[src/rtl/core_seq_ctrl.sv]
// Multi-cycle RV32I instruction sequencer: walks each instruction through
// FETCH/DECODE/EXEC/[MEM]/WB, honouring arbiter stall, debug halt and clock enable.
module core_seq_ctrl #(
  parameter int unsigned AW = 32,
  parameter int unsigned CW = 64
) (
  input  logic          i_clk,
  input  logic          i_rst_n,
  input  logic          i_clk_en,
  input  logic          i_stall,
  input  logic          i_halt_req,
  output logic          o_halted,
  output logic          o_fetch_req,
  input  logic          i_fetch_ack,
  output logic          o_dec_en,
  input  logic          i_illegal,
  output logic          o_exec_en,
  input  logic          i_is_load,
  input  logic          i_is_store,
  input  logic          i_br_taken,
  output logic          o_lsu_req,
  input  logic          i_lsu_ack,
  output logic          o_wb_en,
  output logic          o_pc_inc,
  output logic          o_pc_load,
  output logic          o_trap,
  output logic [CW-1:0] o_instret
);

  localparam int unsigned SW = 3;

  localparam logic [SW-1:0] S_IDLE   = 3'd0;
  localparam logic [SW-1:0] S_FETCH  = 3'd1;
  localparam logic [SW-1:0] S_DECODE = 3'd2;
  localparam logic [SW-1:0] S_EXEC   = 3'd3;
  localparam logic [SW-1:0] S_MEM    = 3'd4;
  localparam logic [SW-1:0] S_WB     = 3'd5;
  localparam logic [SW-1:0] S_HALT   = 3'd6;

  // The PC this block steers advances by 4, so it needs at least 3 address bits.
  if (AW < 3) begin : g_aw_check
    $error("core_seq_ctrl: AW must be at least 3");
  end

  logic [SW-1:0] state;
  logic [SW-1:0] state_nxt;
  logic          ld;
  logic          st;
  logic          br;

  // State register
  always_ff @(posedge i_clk or negedge i_rst_n) begin
    if (!i_rst_n) begin
      state <= S_IDLE;
    end else if (i_clk_en) begin
      state <= state_nxt;
    end
  end

  // Instruction class captured in EXEC for use by MEM/WB
  always_ff @(posedge i_clk or negedge i_rst_n) begin
    if (!i_rst_n) begin
      ld <= 1'b0;
      st <= 1'b0;
      br <= 1'b0;
    end else if (i_clk_en && (state == S_EXEC)) begin
      ld <= i_is_load;
      st <= i_is_store;
      br <= i_br_taken;
    end
  end

  // Retired-instruction counter, wraps naturally at 2^CW
  always_ff @(posedge i_clk or negedge i_rst_n) begin
    if (!i_rst_n) begin
      o_instret <= '0;
    end else if (i_clk_en && (state == S_WB)) begin
      o_instret <= o_instret + CW'(1);
    end
  end

  // Next-state and output decode; strobes are qualified by i_clk_en so each
  // is seen exactly once, request levels only by the stall line.
  always_comb begin
    state_nxt   = state;
    o_halted    = 1'b0;
    o_fetch_req = 1'b0;
    o_dec_en    = 1'b0;
    o_exec_en   = 1'b0;
    o_lsu_req   = 1'b0;
    o_wb_en     = 1'b0;
    o_pc_inc    = 1'b0;
    o_pc_load   = 1'b0;
    o_trap      = 1'b0;
    case (state)
      S_IDLE: begin
        state_nxt = i_halt_req ? S_HALT : S_FETCH;
      end
      S_FETCH: begin
        o_fetch_req = !i_stall;
        if (i_fetch_ack) begin
          state_nxt = S_DECODE;
        end
      end
      S_DECODE: begin
        o_dec_en = i_clk_en;
        if (i_illegal) begin
          o_trap    = i_clk_en;
          o_pc_load = i_clk_en;
          state_nxt = i_halt_req ? S_HALT : S_FETCH;
        end else begin
          state_nxt = S_EXEC;
        end
      end
      S_EXEC: begin
        o_exec_en = i_clk_en;
        state_nxt = (i_is_load || i_is_store) ? S_MEM : S_WB;
      end
      S_MEM: begin
        o_lsu_req = !i_stall;
        if (i_lsu_ack) begin
          state_nxt = S_WB;
        end
      end
      S_WB: begin
        // A load+store combination behaves as a load and writes back.
        o_wb_en   = i_clk_en && (ld || !st);
        o_pc_load = i_clk_en && br;
        o_pc_inc  = i_clk_en && !br;
        state_nxt = i_halt_req ? S_HALT : S_FETCH;
      end
      S_HALT: begin
        o_halted = 1'b1;
        if (!i_halt_req) begin
          state_nxt = S_FETCH;
        end
      end
      default: begin
        state_nxt = S_IDLE;
      end
    endcase
  end

endmodule

[config.mk]
export PLATFORM = sky130hd
export DESIGN_NAME = core_seq_ctrl
export DESIGN_NICKNAME = d
export VERILOG_FILES = /design/src/rtl/core_seq_ctrl.sv
export SDC_FILE = /design/constraint.sdc
export NUM_CORES = 1
export LEC_CHECK = 0
export ABC_CLOCK_PERIOD_IN_PS = 3810
export CAP_MARGIN = 20
export CORE_ASPECT_RATIO = 0.8
export CORE_MARGIN = 2
export CORE_UTILIZATION = 54
export DETAILED_ROUTE_END_ITERATION = 6
export GPL_ROUTABILITY_DRIVEN = 1
export HOLD_SLACK_MARGIN = 0.12
export PLACE_DENSITY = 0.86
export SLEW_MARGIN = 10
export SYNTH_ARGS = -nofsm -noshare
export SYNTH_HDL_FRONTEND = slang
export SYNTH_SLANG_ARGS = --single-unit
[constraint.sdc]
create_clock -name i_clk -period 3.81 [get_ports i_clk]
set_input_delay 0.5715 -clock i_clk [delete_from_list [all_inputs] [get_ports i_clk]]
set_output_delay 0.5715 -clock i_clk [all_outputs]
set_load 0.03 [all_outputs]
==> flow_summary.ini, run 1 <==
[run_status]
status = completed

[worst_setup_path]
cp_slowest_cell = clkdlybuf4s50_1
rr_startpoint = state[2]$_DFFE_PN0P_
critPathTopFamily = buffers and inverters
end_kind = output pin
r2r_end = o_instret[31]$_DFFE_PN0P_
cpPeakStageDelay_ns = 0.66
critPathLaunchType = primary input
worstPathCellList = clkdlybuf4s50_1, inv_1, nor4b_1, and2_1, a21o_1, clkdlybuf4s50_1
crit_required_ns = 3.24
cp_common_cell = clkdlybuf4s50_1
cp.buffers_inverters = 3
worst-r2r-cell-count = 5
crit_arrival_ns = 2.56
critPathKind = primary input to output pin
critPathMaxFanout = 7
rrSetupSlack_ns = 0.90

[clock_network]
numCtsBuffers = 9
post_cts_buffers = 0
cts_tree = built
cts_resized = 0
clk_pin_slew_ns = 0.08
cts-htree-levels = 3
hold_buffers = 0
cts_sinks = 70
cts-root-buf = clkbuf_8
insertion_delay_ns = 0.35
clock_path_buffers = 2

[synth]
synth_top_area_share_pct = 49.4
yosysSeqAreaShare_pct = 49.4
synth.area.top_cells = dfrtp_1 49%, xor2_1 9.4%, xnor2_1 6.2%
synthFlopType = dfrtp_1
synth_commonest_cells = 70 x dfrtp_1, 45 x nand2_1, 38 x xor2_1, 25 x xnor2_1
synth_top_cell_by_area = dfrtp_1
yosys_warnings = 0
synth_nets = 363
synth_most_common_cell = dfrtp_1
synthCells = 351
ys_ff_latch = 70
ys_types = 38
syn-cell-area_um2 = 3550
synth-edff-count = 0
synthArstFlopShare_pct = 100
syn-mean-instance-area_um2 = 10.1

[place]
post-place-ws_ns = 0.586
post-dp-hpwl_um = 6070
place_congestion = 0.853
io_buffers = 83
dpl-instance-area_um2 = 4450
dp.cells = 511

[global_routing]
grt_max_degree = 42
grt_pass1_wl_um = 14600
gr-total-overflow = 0
grt.total_usage_pct = 25.9
antenna_found_initial = 0
grt_pass1_vias = 2957

[floorplan]
rows = 26
die_x_um = 94.6
fp.coreArea_um2 = 6380
start_util_pct = 55.6
dieArea_um2 = 7240
ioPinCount = 84
die_h_um = 76.5

[job]
cap_violations = 0

[route]
routed_wl_um = 8590
first_pass_iters = 7
vias_per_cell = 5.59
ant_nets = 0
vias = 2944
drcViolationCount = 0
drtIter0Drc = 202
wl_per_cell_um = 16.3

[cells_and_area]
area_growth_pct = 32.0
post_route_cells_drive_above_1_share_pct = 8.13
fin_area_um2 = 4680
diodes = 0
final_cell_count_no_fill = 527
nets = 450

[timing]
worst_slew_pin_slew_ns = 0.665
holdWs_ns = 0.243
min_period_over_period_pct = 82.1
drv_slew = 0
slew_headroom_pct = 55.5
fmax_mhz = 320
tns_ns = 0
fin_ws_ns = 0.681
skew_ns = 0.00744
rsz0062_at_grt = false
setup_viol = 0
period_minus_slack_ns = 3.13
hold_viol_final = 0

[power]
ir_drop_mv = 0.344
p_per_area_nw_per_um2 = 420
p_leak_nw = 2.12

[hold_path]
hold_class = primary input to async pin
[metal layers]
metal	wire, um	up-vias	global-route usage, %	share of wire, %
li1	-	1398	-	-
met1	3810	1432	35.5	44
met2	4120	105	39.9	48
met4	89	0	7.10	1.0
met3	567	9	7.91	6.6
met5	0	-	0	0
[cells in the final DEF (no fill, tap or decap), drive strengths merged, types with 2 or more instances in the layout]
cell	n
nor4	22
xnor2	25
nand4	18
dfrtp	70
nor3	23
clkinv	2
clkdlybuf4s50	82
and2	2
or3	4
a21oi	7
bufinv	2
and3	8
nand2	45
and4	2
nor2	22
xor2	38
nand2b	5
o21ai	5
inv	13
buf	2
clkbuf	11
nand3	21
[final cells by class]
class	count	area, um2
Sequential cell	70	1750
Multi-Input combinational cell	260	1710
Fill cell	449	1690
Timing Repair Buffer	84	833
Clock buffer	11	151
Tap cell	84	105
Clock inverter	5	81.3
Inverter	13	48.8
[through the flow]
stage	total power [W]	utilization, %
detailed placement	0.00129	69.8
floorplan	0.00113	-
global placement	0.00127	69.8
CTS	0.00197	73.4
finish	0.00197	73.4
global route	0.00205	73.4
[how the worst max path moves through the flow]
stage / start / to / slack, ns / depth (start not counted)
floorplan: i_clk_en / o_pc_load / 0.65 / 5
global placement: i_clk_en / o_pc_load / 0.72 / 6
detailed placement: i_clk_en / o_instret[33]$_DFFE_PN0P_ / 0.59 / 6
CTS: i_clk_en / o_pc_load / 0.70 / 6
global route: i_clk_en / o_pc_load / 0.57 / 6
finish: i_clk_en / o_pc_load / 0.68 / 6
[registers in the layout (all words and copies together) (netlist names)]
register	cells
st	1
o_instret	64
ld	1
br	1
state	3
[cells by family (layout without fill, tap and decap cells)]
kind of cell | after synthesis | after routing | synth area share (%)
XOR/XNOR | 63 | 63 | 15.6
adder cells (fa/ha/maj) | 1 | 1 | 0.353
AO/OA/AOI/OAI | 18 | 18 | 3.07
AND/OR/NAND/NOR | 178 | 178 | 29.2
buffers and inverters | 21 | 113 | 2.40
flip-flops | 70 | 70 | 49.4
[power breakdown]
group | leakage [nW] | total (W) | switching (W) | internal, W
combinational | 1.06 | 0.000382 | 0.000215 | 0.000167
clock | 0.116 | 0.000688 | 0.000284 | 0.000404
sequential | 0.940 | 0.000896 | 0.000102 | 0.000794
Note: power is estimated with default switching activity, not from simulation.
==> run 2: changes to the inputs <==
- ABC_CLOCK_PERIOD_IN_PS: 3810 -> 2620
- CORE_UTILIZATION: 54 -> 45
- PLACE_DENSITY: 0.86 -> 0.76
- clock period: 3.81 -> 2.62 ns (I/O delays scaled with it)
==> flow_summary.ini, run 2 (synthesis gave the netlist of run 1 again) <==
[power]
power_w = 0.00301
ir_drop_mv = 0.427
power_frac_comb_pct = 19.3
p_seq_share_pct = 42.4
clkPwrFrac_pct = 38.2
swShare_pct = 28.9
p_per_area_nw_per_um2 = 626
p_int_w = 0.00214
switchingPower_w = 0.000871
p_leak_nw = 2.17

[floorplan]
ioPinCount = 84
start_util_pct = 47.1
die_x_um = 103
die_h_um = 83.4
rows = 28
dieArea_um2 = 8610
fp.coreArea_um2 = 7530

[cells_and_area]
final_cell_mix = 79 x clkdlybuf4s50_1, 70 x dfrtp_1, 45 x nand2_1
area_growth_pct = 35.4
nets = 457
diodes = 0
final_common_cell = clkdlybuf4s50_1
largest_reg_flops = 64
regMostFlops = o_instret
post_route_cells_drive_above_1_share_pct = 10.0
reg.largest.list = o_instret (64), state (3)

[timing]
worst_slew_pin_slew_ns = 0.642
fmax_mhz = 401
slew_headroom_pct = 57.2
rsz0062_at_grt = false
period_minus_slack_ns = 2.49
tns_ns = 0
skew_ns = 0.0104
min_period_over_period_pct = 95.1
holdWs_ns = 0.474
setup_viol = 0
hold_viol_final = 0
drv_slew = 0

[global_routing]
grt_max_degree = 44
antenna_found_initial = 0
grt_pass1_wl_um = 14400
grt_pass1_vias = 2872
gr-total-overflow = 0
grt.total_usage_pct = 21.5

[hold_path]
hold_class = register to register

[place]
post-dp-hpwl_um = 6130
place_congestion = 0.910
io_buffers = 83

[clock_network]
cts_tree = built
clk_pin_slew_ns = 0.08
cts-root-buf = clkbuf_8
cts_sinks = 70
clock_path_buffers = 2
cts-htree-levels = 3
post_cts_buffers = 0
cts_resized = 0
numCtsBuffers = 9
insertion_delay_ns = 0.35

[route]
drcViolationCount = 0
routed_wl_um = 8630
first_pass_iters = 4
vias_per_cell = 5.40
ant_nets = 0
vias = 2997
wl_per_cell_um = 15.5
drtIter0Drc = 142

[worst_setup_path]
critPathLaunchType = register
critPathKind = register to output pin
critPathTopFamily = buffers and inverters
cp.buffers_inverters = 1
cpPeakStageDelay_ns = 0.69
critPathMaxFanout = 14
crit_required_ns = 2.23
end_kind = output pin
cp_slowest_cell = clkdlybuf4s50_1
worstPathCellList = nand4b_4, a21oi_1, clkdlybuf4s50_1
crit_arrival_ns = 2.10

[run_status]
status = completed

[job]
cap_violations = 0
==> run 2: cell types whose count changed in the layout (fill, tap and decap cells not counted), moves of 2 or more <==
cell             delta
bufinv_16           +2
clkbuf_8            -2
buf_4               +8
clkdlybuf4s50_1     -3
==> run 2: through the flow <==
stage / std cells / instance area [um2] / worst slack [ns] / util [%]
6_report: 555 / 4800 / 0.129 / 63.8
5_1_grt: 555 / 4800 / 0.0158 / 63.8
4_1_cts: 555 / 4800 / 0.111 / 63.8
3_5_place_dp: 538 / 4530 / 0.133 / 60.2
3_3_place_gp: 538 / 4530 / 0.185 / 60.2
2_1_floorplan: 351 / 3550 / 0.189 / -
==> run 2: final cells by class <==
cell class / instances / area, um2
timing repair buffer: 91 / 893
clock buffer: 10 / 128
clock inverter: 6 / 134
inverter: 13 / 48.8
fill: 659 / 2730
tap: 105 / 131
multi-input combinational: 260 / 1720
sequential: 70 / 1750
==> run 2: repair_timing <==
item | 4_1_cts | 5_1_grt
setup endpoints to repair | 0 | 0
hold buffers | 1 | 0
hold endpoints to repair | 27 | 0
==> run 2: power groups by stage <==
| stage | clock network [W] | registers, W | logic [W] |
|---|---|---|---|
| final | 0.00115 | 0.00128 | 0.000582 |
| after global routing | 0.00122 | 0.00129 | 0.000632 |
| after CTS | 0.00116 | 0.00128 | 0.000586 |
| after detailed placement | 0 | 0.00130 | 0.000583 |
| after global placement | 0 | 0.00129 | 0.000571 |
| after floorplan | 0 | 0.00131 | 0.000346 |
==> run 2: routing by layer <==
| metal | global-route usage [%] | share of wire [%] | wire (um) | vias up |
|---|---|---|---|---|
| met5 | 0 | 0 | 0 | - |
| met3 | 6.48 | 5.5 | 477 | 7 |
| met1 | 30.3 | 47 | 4050 | 1482 |
| met4 | 5.38 | 0.83 | 72 | 0 |
| met2 | 32.4 | 47 | 4030 | 91 |
| li1 | - | - | - | 1417 |
==> run 2: worst paths after layout <==
check	from	endpoint	slack (ns)	cells past startpoint
min in group asynchronous	i_rst_n	o_instret[52]$_DFFE_PN0P_	0.60	2
hold reg to reg	o_instret[63]$_DFFE_PN0P_	o_instret[63]$_DFFE_PN0P_	0.47	1
setup / recovery	state[0]$_DFFE_PN0P_	o_wb_en	0.13	3
hold / removal	o_instret[63]$_DFFE_PN0P_	o_instret[63]$_DFFE_PN0P_	0.47	1
setup reg to reg	state[0]$_DFFE_PN0P_	o_instret[55]$_DFFE_PN0P_	0.38	6
max in group asynchronous	i_rst_n	o_instret[3]$_DFFE_PN0P_	1.36	3
==> run 3: changes to the inputs <==
- HOLD_SLACK_MARGIN: 0.12 -> 0.08
==> results of run 3 <==
Final layout, timing and power as in run 2 (identical DEF).
